**src/rtl/sap_pkg.sv**
```systemverilog
`default_nettype none
// ============================================================================
// Module      : sap_pkg
// Description : Shared constants for the SAP datapath: default widths, control
//               word bit positions, idle control word and opcode encodings.
// Revision    : 1.0 - initial release
// ============================================================================
package sap_pkg;

    localparam int c_DATA_W_DEF = 8;
    localparam int c_ADDR_W_DEF = 4;

    // Control word layout, bit 14 down to bit 0
    localparam int c_CTRL_W          = 15;
    localparam int c_PC_INC          = 14;
    localparam int c_PC_EN           = 13;
    localparam int c_PC_LOAD         = 12;
    localparam int c_MAR_ADDR_LOAD_N = 11;
    localparam int c_MAR_MEM_LOAD_N  = 10;
    localparam int c_RAM_EN_N        = 9;
    localparam int c_RAM_LOAD_N      = 8;
    localparam int c_IR_LOAD_N       = 7;
    localparam int c_IR_EN_N         = 6;
    localparam int c_REGA_LOAD_N     = 5;
    localparam int c_REGA_EN         = 4;
    localparam int c_ADDER_SUB       = 3;
    localparam int c_REGB_EN         = 2;
    localparam int c_REGB_LOAD_N     = 1;
    localparam int c_OUT_LOAD_N      = 0;

    // Every strobe inactive: active-low bits high, active-high bits low
    localparam logic [c_CTRL_W-1:0] c_CTRL_IDLE = 15'b000_1111_1110_0011;

    // Number of sources that can drive the shared bus
    localparam int c_NUM_DRV = 5;

    typedef enum logic [3:0] {
        c_OP_HLT = 4'd0,
        c_OP_NOP = 4'd1,
        c_OP_ADD = 4'd2,
        c_OP_SUB = 4'd3,
        c_OP_LDA = 4'd4,
        c_OP_OUT = 4'd5,
        c_OP_STA = 4'd6,
        c_OP_JMP = 4'd7
    } sap_opcode_e;

    // True when two or more bus drivers are enabled at once
    function automatic logic multi_drive(input logic [c_NUM_DRV-1:0] drv);
        int cnt;
        cnt = 0;
        for (int i = 0; i < c_NUM_DRV; i++) begin
            cnt = cnt + int'(drv[i]);
        end
        return (cnt > 1);
    endfunction

endpackage
`default_nettype wire

```
**src/rtl/sap_ram16x8.sv**
```systemverilog
`default_nettype none
// ============================================================================
// Module      : sap_ram16x8
// Description : Program/data RAM, asynchronous read, synchronous write. The
//               write port is shared between the datapath and the external
//               programming port, selected by i_prog_en.
// Revision    : 1.0 - initial release
// ============================================================================
module sap_ram16x8 #(
    parameter int DATA_W = 8,
    parameter int ADDR_W = 4
) (
    input  logic              clk,
    input  logic              rst,
    input  logic              i_prog_en,
    input  logic              i_prog_we,
    input  logic [ADDR_W-1:0] i_prog_addr,
    input  logic [DATA_W-1:0] i_prog_data,
    input  logic              i_we,
    input  logic [ADDR_W-1:0] i_addr,
    input  logic [DATA_W-1:0] i_wdata,
    output logic [DATA_W-1:0] o_rdata
);

    logic [DATA_W-1:0] r_mem [0:(1<<ADDR_W)-1];
    logic              w_we;
    logic [ADDR_W-1:0] w_waddr;
    logic [DATA_W-1:0] w_wdata;

    // Select the write source: programming port owns the RAM while i_prog_en is high
    always_comb begin
        w_we    = i_we;
        w_waddr = i_addr;
        w_wdata = i_wdata;
        if (i_prog_en) begin
            w_we    = i_prog_we;
            w_waddr = i_prog_addr;
            w_wdata = i_prog_data;
        end
    end

    // Contents survive reset; an edge taken while reset is held writes nothing
    always_ff @(posedge clk) begin
        if (!rst && w_we) begin
            r_mem[w_waddr] <= w_wdata;
        end
    end

    assign o_rdata = r_mem[i_addr];

endmodule
`default_nettype wire

```
**src/rtl/sap_datapath.sv**
```systemverilog
`default_nettype none
// ============================================================================
// Module      : sap_datapath
// Description : SAP-1 style datapath: shared bus, PC, MAR, MDR, IR, A, B,
//               adder/subtractor with flags, output register and RAM.
//               Driven by a 15-bit control word from an external sequencer.
// Revision    : 1.0 - initial release
// ============================================================================
module sap_datapath
    import sap_pkg::*;
#(
    parameter int DATA_W = c_DATA_W_DEF,
    parameter int ADDR_W = c_ADDR_W_DEF
) (
    input  logic                clk,
    input  logic                rst,
    input  logic [c_CTRL_W-1:0] ctrl,
    input  logic                prog_en,
    input  logic                prog_we,
    input  logic [ADDR_W-1:0]   prog_addr,
    input  logic [DATA_W-1:0]   prog_data,
    output logic [3:0]          opcode,
    output logic [DATA_W-1:0]   out_val,
    output logic                out_valid,
    output logic                carry,
    output logic                zero,
    output logic                bus_conflict
);

    logic [c_CTRL_W-1:0] w_ctrl;
    logic w_pc_inc, w_pc_en, w_pc_ld, w_mar_ld, w_mdr_ld, w_ram_en, w_ram_ld;
    logic w_ir_ld, w_ir_en, w_a_ld, w_a_en, w_sub, w_b_en, w_b_ld, w_out_ld;

    logic [ADDR_W-1:0]    r_pc;
    logic [ADDR_W-1:0]    r_mar;
    logic [DATA_W-1:0]    r_mdr;
    logic [DATA_W-1:0]    r_ir;
    logic [DATA_W-1:0]    r_a;
    logic [DATA_W-1:0]    r_b;
    logic [DATA_W-1:0]    r_out;
    logic                 r_out_valid;
    logic                 r_carry;
    logic                 r_zero;
    logic                 r_conflict;

    logic [DATA_W-1:0]    w_bus;
    logic [DATA_W-1:0]    w_ram_rdata;
    logic [DATA_W:0]      w_alu_full;
    logic [DATA_W-1:0]    w_alu;
    logic                 w_alu_c;
    logic [c_NUM_DRV-1:0] w_drv;

    // While programming, the sequencer is ignored: no loads, no drivers
    assign w_ctrl = prog_en ? c_CTRL_IDLE : ctrl;

    assign w_pc_inc =  w_ctrl[c_PC_INC];
    assign w_pc_en  =  w_ctrl[c_PC_EN];
    assign w_pc_ld  =  w_ctrl[c_PC_LOAD];
    assign w_mar_ld = ~w_ctrl[c_MAR_ADDR_LOAD_N];
    assign w_mdr_ld = ~w_ctrl[c_MAR_MEM_LOAD_N];
    assign w_ram_en = ~w_ctrl[c_RAM_EN_N];
    assign w_ram_ld = ~w_ctrl[c_RAM_LOAD_N];
    assign w_ir_ld  = ~w_ctrl[c_IR_LOAD_N];
    assign w_ir_en  = ~w_ctrl[c_IR_EN_N];
    assign w_a_ld   = ~w_ctrl[c_REGA_LOAD_N];
    assign w_a_en   =  w_ctrl[c_REGA_EN];
    assign w_sub    =  w_ctrl[c_ADDER_SUB];
    assign w_b_en   =  w_ctrl[c_REGB_EN];
    assign w_b_ld   = ~w_ctrl[c_REGB_LOAD_N];
    assign w_out_ld = ~w_ctrl[c_OUT_LOAD_N];

    assign w_drv = {w_pc_en, w_ram_en, w_ir_en, w_a_en, w_b_en};

    // Adder/subtractor; subtract is A + ~B + 1 so carry-out means "no borrow"
    always_comb begin
        if (w_sub) begin
            w_alu_full = {1'b0, r_a} + {1'b0, ~r_b} + (DATA_W+1)'(1);
        end else begin
            w_alu_full = {1'b0, r_a} + {1'b0, r_b};
        end
    end

    assign w_alu   = w_alu_full[DATA_W-1:0];
    assign w_alu_c = w_alu_full[DATA_W];

    // Bus mux with fixed priority; an undriven bus reads as zero
    always_comb begin
        w_bus = '0;
        if (w_pc_en) begin
            w_bus = DATA_W'(r_pc);
        end else if (w_ram_en) begin
            w_bus = w_ram_rdata;
        end else if (w_ir_en) begin
            w_bus = DATA_W'(r_ir[ADDR_W-1:0]);
        end else if (w_a_en) begin
            w_bus = r_a;
        end else if (w_b_en) begin
            w_bus = w_alu;
        end
    end

    // Program counter: a load from the bus takes precedence over increment
    always_ff @(posedge clk or posedge rst) begin
        if (rst) begin
            r_pc <= '0;
        end else if (w_pc_ld) begin
            r_pc <= w_bus[ADDR_W-1:0];
        end else if (w_pc_inc) begin
            r_pc <= r_pc + ADDR_W'(1);
        end
    end

    // Bus-loaded registers and the output strobe
    always_ff @(posedge clk or posedge rst) begin
        if (rst) begin
            r_mar       <= '0;
            r_mdr       <= '0;
            r_ir        <= '0;
            r_a         <= '0;
            r_b         <= '0;
            r_out       <= '0;
            r_out_valid <= 1'b0;
        end else begin
            if (w_mar_ld) r_mar <= w_bus[ADDR_W-1:0];
            if (w_mdr_ld) r_mdr <= w_bus;
            if (w_ir_ld)  r_ir  <= w_bus;
            if (w_a_ld)   r_a   <= w_bus;
            if (w_b_ld)   r_b   <= w_bus;
            if (w_out_ld) r_out <= w_bus;
            r_out_valid <= w_out_ld;
        end
    end

    // Flags capture only when the ALU result is written back into A
    always_ff @(posedge clk or posedge rst) begin
        if (rst) begin
            r_carry <= 1'b0;
            r_zero  <= 1'b0;
        end else if (w_b_en && w_a_ld) begin
            r_carry <= w_alu_c;
            r_zero  <= (w_alu == '0);
        end
    end

    // Sticky bus contention flag, cleared only by reset
    always_ff @(posedge clk or posedge rst) begin
        if (rst) begin
            r_conflict <= 1'b0;
        end else if (multi_drive(w_drv)) begin
            r_conflict <= 1'b1;
        end
    end

    sap_ram16x8 #(
        .DATA_W (DATA_W),
        .ADDR_W (ADDR_W)
    ) u_ram (
        .clk         (clk),
        .rst         (rst),
        .i_prog_en   (prog_en),
        .i_prog_we   (prog_we),
        .i_prog_addr (prog_addr),
        .i_prog_data (prog_data),
        .i_we        (w_ram_ld),
        .i_addr      (r_mar),
        .i_wdata     (r_mdr),
        .o_rdata     (w_ram_rdata)
    );

    assign opcode       = r_ir[DATA_W-1 -: 4];
    assign out_val      = r_out;
    assign out_valid    = r_out_valid;
    assign carry        = r_carry;
    assign zero         = r_zero;
    assign bus_conflict = r_conflict;

endmodule
`default_nettype wire

```
**config.mk**
```make
export PLATFORM = sky130hd
export DESIGN_NAME = sap_datapath
export DESIGN_NICKNAME = d
export VERILOG_FILES = /design/src/rtl/sap_pkg.sv /design/src/rtl/sap_ram16x8.sv /design/src/rtl/sap_datapath.sv
export SDC_FILE = /design/constraint.sdc
export NUM_CORES = 1
export LEC_CHECK = 0
export CORE_MARGIN = 2
export CORE_UTILIZATION = 60
export CTS_BUF_LIST = sky130_fd_sc_hd__clkbuf_8
export DETAILED_ROUTE_END_ITERATION = 7
export PLACE_DENSITY = 0.79
export SYNTH_ARGS = -nofsm -noshare
export SYNTH_HDL_FRONTEND = slang
export SYNTH_SLANG_ARGS = --single-unit
```
**constraint.sdc**
```tcl
create_clock -name clk -period 7.51 [get_ports clk]
set_input_delay 1.502 -clock clk [delete_from_list [all_inputs] [get_ports clk]]
set_output_delay 1.502 -clock clk [all_outputs]
set_load 0.02 [all_outputs]
```
# [Word-level counts from Yosys, hierarchy flattened]
# Memories as Yosys holds them, arrays and structs flattened.
# Cells that the tools add are included.
[op_classes] addsub=8 magnitude_cmp=1 n_mux=14 n_bitwise=6 n_reduce_logical=5
[ops] operator="two-way mux 8 bit" count=6
[ops] operator="adder 8 x 8 -> 9 bit" count=2
[ops] operator="two-way mux 15 bit" count=1
[ops] operator="two-way mux 4 bit" count=3
[ops] operator="adder 9 x 1 -> 9 bit, second input constant" count=1
[ops] operator="two-way mux 9 bit" count=1
[ops] operator="logical NOT 8 bit" count=1
[ops] operator="inverter 8 bit" count=1
[ops] operator="adder 4 x 1 -> 5 bit" count=1
[ops] operator="greater-than comparator 5 x 1 -> 1 bit, second input constant" count=1
[ops] operator="inverter 1 bit" count=5
[ops] operator="adder 3 x 1 -> 4 bit" count=1
[ops] operator="adder 4 x 1 -> 4 bit, second input constant" count=1
[ops] operator="adder 2 x 1 -> 3 bit" count=1
[ops] operator="two-way mux 1 bit" count=3
[ops] operator="adder 1 x 1 -> 2 bit" count=1
[ops] operator="logical AND 1 bit" count=2
[ops] operator="nonzero test 2 bit" count=1
[ops] operator="logical NOT 1 bit" count=1
[totals] ff_bits=52 ram_bits=128 input_bits=31 output_inout_bits=16 word_cells=46 memories=1
[mem_list] name="u_ram.r_mem" words=16 word_bits=8 rd=1 rd_ports_with_merged_regs=0 write_ports=1 line_no="sap_ram16x8.sv:25" text="logic [DATA_W-1:0] r_mem [0:(1<<ADDR_W)-1];"

# [Logic depth before layout (Yosys ltp)]
[logic_depth] ltp_word=10 mapped_depth=10 ltp_nobuf=10

# [Modules after synthesis]
# A second synthesis with hierarchy kept.
[hier_totals] cells_unflattened=639 hier_area_um2=8429.3
[modules_own_cells] module="sap_ram16x8" instances=1 cells_each=269 area_each_um2=5242.5 seq_area_each_um2=3843.7
[modules_own_cells] module="sap_datapath" instances=1 cells_each=370 area_each_um2=3186.8 seq_area_each_um2=1301.2

# [Worst setup path after synthesis]
# OpenSTA, ideal clock, no wires.
[synth_timing] path_kind="input to register" startpoint="input port prog_en" endpoint="memory u_ram.r_mem[10][0] (enable)" setup_ns=0.370 arrival_ns=3.162 required_ns=7.140 setup_slack_ns=3.977 stages=6 path_buffers=4 path_cell_list="clkbuf_1 > clkbuf_1 > buf_2 > buf_1 > a31oi_1 > nor2_1"
[synth_via] elab_chain_len=6 word_cells_on_any_way=7 cone_classes="mux (5); bitwise (1); reduce/logical (1)"
[synth_lines] element="start: declaration" line_no="sap_datapath.sv:18" text="input logic prog_en,"
[synth_lines] element="two-way mux 15 bit" line_no="sap_datapath.sv:54" text="assign w_ctrl = prog_en ? c_CTRL_IDLE : ctrl;"
[synth_lines] element="inverter 1 bit" line_no="sap_datapath.sv:62" text="assign w_ram_ld = ~w_ctrl[c_RAM_LOAD_N];"
[synth_lines] element="two-way mux 1 bit" line_no="sap_ram16x8.sv:35" text="if (i_prog_en) begin"
[synth_lines] element="logical AND 1 bit" line_no="sap_ram16x8.sv:44" text="if (!rst && w_we) begin"
[synth_lines] element="two-way mux 1 bit" line_no="sap_ram16x8.sv:44"
[synth_lines] element="two-way mux 1 bit (not written as such)" line_no="sap_ram16x8.sv:45" text="r_mem[w_waddr] <= w_wdata;"
[synth_lines] element="end: declaration" line_no="sap_ram16x8.sv:25"
# Several ways; a longest one is shown, not always the timed one.

# [Worst setup path in the final report]
[layout_timing] startpoint="input port ctrl[3]" endpoint="register r_ir[6]"
[layout_via] elab_chain_len=7
[layout_lines] element="start: declaration" line_no="sap_datapath.sv:17" text="input logic [c_CTRL_W-1:0] ctrl,"
[layout_lines] element="two-way mux 15 bit" line_no="sap_datapath.sv:54"
[layout_lines] element="two-way mux 9 bit" line_no="sap_datapath.sv:76" text="if (w_sub) begin"
[layout_lines] element="two-way mux 8 bit" line_no="sap_datapath.sv:97" text="end else if (w_b_en) begin"
[layout_lines] element="two-way mux 8 bit" line_no="sap_datapath.sv:95" text="end else if (w_a_en) begin"
[layout_lines] element="two-way mux 8 bit" line_no="sap_datapath.sv:93" text="end else if (w_ir_en) begin"
[layout_lines] element="two-way mux 8 bit" line_no="sap_datapath.sv:91" text="end else if (w_ram_en) begin"
[layout_lines] element="two-way mux 8 bit" line_no="sap_datapath.sv:89" text="if (w_pc_en) begin"
[layout_lines] element="end signal: assignment" line_no="sap_datapath.sv:126" text="if (w_ir_ld) r_ir <= w_bus;"
[layout_lines] element="end: declaration" line_no="sap_datapath.sv:37" text="logic [DATA_W-1:0] r_ir;"
# No other way between the ends.
# A chain may end at the register's enable or synchronous reset.

==> impl_metrics.tcl <==
set metrics [dict create \
    status "completed" \
    synth_ff_type "edfxtp_1" \
    numCtsBuffers 17 \
    cts_tree "done" \
    p_sw_mw 0.724 \
    drive_gt1_share_pct 13.6 \
    fin_util_pct 67.7 \
    critPathMaxStageDelay_ps 610 \
    antenna_cells 0 \
    stdcell_area_mm2 0.00936 \
    crit_required_ps 7900 \
    critPathKind "in -> reg" \
    seq_area_frac_synth_pct 60.6 \
    grt_setup_unrepaired "no" \
    cts.clk_slew.worst_paths_ps 100 \
    placed_area_mm2 0.00900 \
    synth_cell_types 67 \
    ys_ff_latch 180 \
    dieArea_mm2 0.0151 \
    overflow 0 \
    grt_pass1_wl_um 29600 \
    cts_hold_buffers 0 \
    antenna_found_initial 0 \
    place.port_buffers 46 \
    h-tree-depth 4 \
    slew_violations 0 \
    cts_root_buf "clkbuf_8" \
    crit_path_end_kind "flip-flop" \
    initial_core_util_pct 61.4 \
    peakVddDrop_uv 192 \
    ys_top_cells_by_area "edfxtp_1 (45%), dfrtp_1 (15%), mux4_2 (5.8%)" \
    hp-class "reg -> reg" \
    top_usage_layer "met2" \
    synthesis.area_mm2 0.00849 \
    async_flop_share_pct 28.9 \
    rows 43 \
    ioPinCount 47 \
    relSlewSlack_pct 27.0 \
    clkPwrFrac_pct 25.5 \
    cts_setup_buffers 0 \
    grt.met2_usage_pct 46.2 \
    syn_nets 677 \
    p_leak_nw 3.41 \
    syn_area_per_cell_um2 13.6 \
    grt_usage_pct 26.9 \
    ys_warn_count 0 \
    drtIter0Drc 530 \
    routed_wl_um 19000 \
    cts.repair.resized 0 \
    power.density_mw_per_mm2 254 \
    fin_nets 710 \
    path_cells "clkdlybuf4s50_1 -> nor2b_1 -> nor4_1 -> o41ai_1 -> a32oi_1 -> o31ai_1 -> mux2_2" \
    hold_ws_ps 499 \
    min_period_ps 3880 \
    met3_usage_pct 4.11 \
    syn_to_final_growth_pct 10.3 \
    internal-power_mw 1.65 \
    seqPwrFrac_pct 50.4 \
    power_frac_comb_pct 24.1 \
    die_y_um 123 \
    num_vias 5362 \
    syn_inst 624 \
    grt_max_degree 62 \
    swShare_pct 30.5 \
    fmax_ghz 0.258 \
    synth_top_area_cell "edfxtp_1" \
    hold_viol 0 \
    worstPathMaxFanout 10 \
    slowest_stage "nor2b_1" \
    ctsLongestPathBuffers 2 \
    grt_util_met1_pct 35.0 \
    tightest_slew_ps 1090 \
    grt_pass1_vias 5332 \
    ant_nets 0 \
    fin_crit_sh_pct 51.7 \
    fin_skew_ps 18.3 \
    viasPerCell 6.31 \
    routedWlPerCell_um 22.4 \
    coreArea_mm2 0.0138 \
    setup_tns_ps 0 \
    dp_hpwl_um 13500 \
    post-route-drc-count 0 \
    clkSinkCount 180 \
    gp_congestion 0.848 \
    startpoint_type "input port" \
    setup_viol 0 \
    final_cells 850 \
    yosysTopAreaCellShare_pct 45.3 \
    dp.cells 818 \
    yosysMostFrequentCell "edfxtp_1" \
    firstDrtPassIters 6 \
    synth_commonest_cells "edfxtp_1 (128), nand2_1 (67), dfrtp_1 (52), nor2_1 (52), o21ai_1 (39)" \
    synth_edf_count 128 \
    worstSkewPairLatency_ps 450 \
    maxCapViolCount 0 \
    die_w_um 123 \
    cp.arrival_ps 4270 \
]
## cell families (layout without fill, tap and decap cells)
| logic type | after synthesis | count (layout) | synth area share [%] |
|---|---|---|---|
| compound gates | 117 | 117 | 9.05 |
| mux | 62 | 62 | 13.2 |
| fa+ha+maj | 22 | 22 | 3.51 |
| xor+xnor | 4 | 4 | 0.413 |
| simple gates | 182 | 182 | 9.95 |
| buf+inv | 57 | 103 | 3.30 |
| flops | 180 | 180 | 60.6 |
## power groups by stage
stage / logic (mW) / clock network [mW] / registers, mW
after floorplan: 0.409 / 0 / 1.21
after global placement: 0.553 / 0 / 1.21
after detailed placement: 0.569 / 0 / 1.22
after CTS: 0.572 / 0.614 / 1.19
after global routing: 0.623 / 0.652 / 1.20
final: 0.572 / 0.606 / 1.20
## worst paths after layout
check                        start  slack, ps  depth (start not counted)  endpoint
hold reg to reg            r_ir[2]        500                          2   r_ir[2]
max in group asynchronous      rst       5100                          2  r_mar[0]
hold / removal             r_ir[2]        500                          2   r_ir[2]
min in group asynchronous      rst       1680                          2  r_mar[2]
setup / recovery           ctrl[3]       3630                          7   r_ir[6]
setup reg to reg            r_a[0]       4460                         10   r_ir[6]
## placed cells by master (no fill, tap or decap), drive strengths merged, types with 4 or more instances in the layout
cell,n
ha,19
nand2,67
o22ai,4
o21ai,49
inv,25
mux2,20
nand2b,5
clkdlybuf4s50,45
mux2i,8
a31oi,9
buf,5
nor2b,10
dfrtp,52
clkbuf,17
or2,7
nor3b,6
a21oi,20
mux4,34
nand3,11
nor3,9
edfxtp,128
nor2,52
clkinv,7
## final cells by class
class                   count  area, µm²
clock buffers              17        234
well taps                 180        225
repair buffers             50        485
fillers                   940       4460
multi-input cells         387       3060
flip-flops and latches    180       5150
clock inverters            15        131
inverters                  21       78.8
## metal layers
| metal | share of wire, % | routed length [µm] | vias up |
|---|---|---|---|
| met5 | 0 | 0 | - |
| met4 | 2.8 | 537 | 0 |
| met3 | 6.8 | 1290 | 39 |
| met2 | 52 | 9970 | 243 |
| met1 | 38 | 7230 | 2661 |
| li1 | - | - | 2419 |
## flip-flops by register name (all words and copies together), names as in the netlist
name          cells
r_a               8
carry             1
r_pc              4
out_val           8
out_valid         1
zero              1
r_ir              8
r_b               8
u_ram.r_mem     128
r_mar             4
r_mdr             8
bus_conflict      1
## critical path: cells and delay by family
kind	cells	cell delay [ps]
buffers and inverters	1	540
multiplexers	1	270
AO/OA/AOI/OAI	3	1210
AND/OR/NAND/NOR	2	740
## stage by stage
stage / total power [mW] / worst slack (ps)
final: 2.37 / 3630
after global routing: 2.48 / 3330
after CTS: 2.38 / 3670
after detailed placement: 1.79 / 3190
after global placement: 1.77 / 3320
after floorplan: 1.62 / 3980
Power figures use the tool's default switching activity.
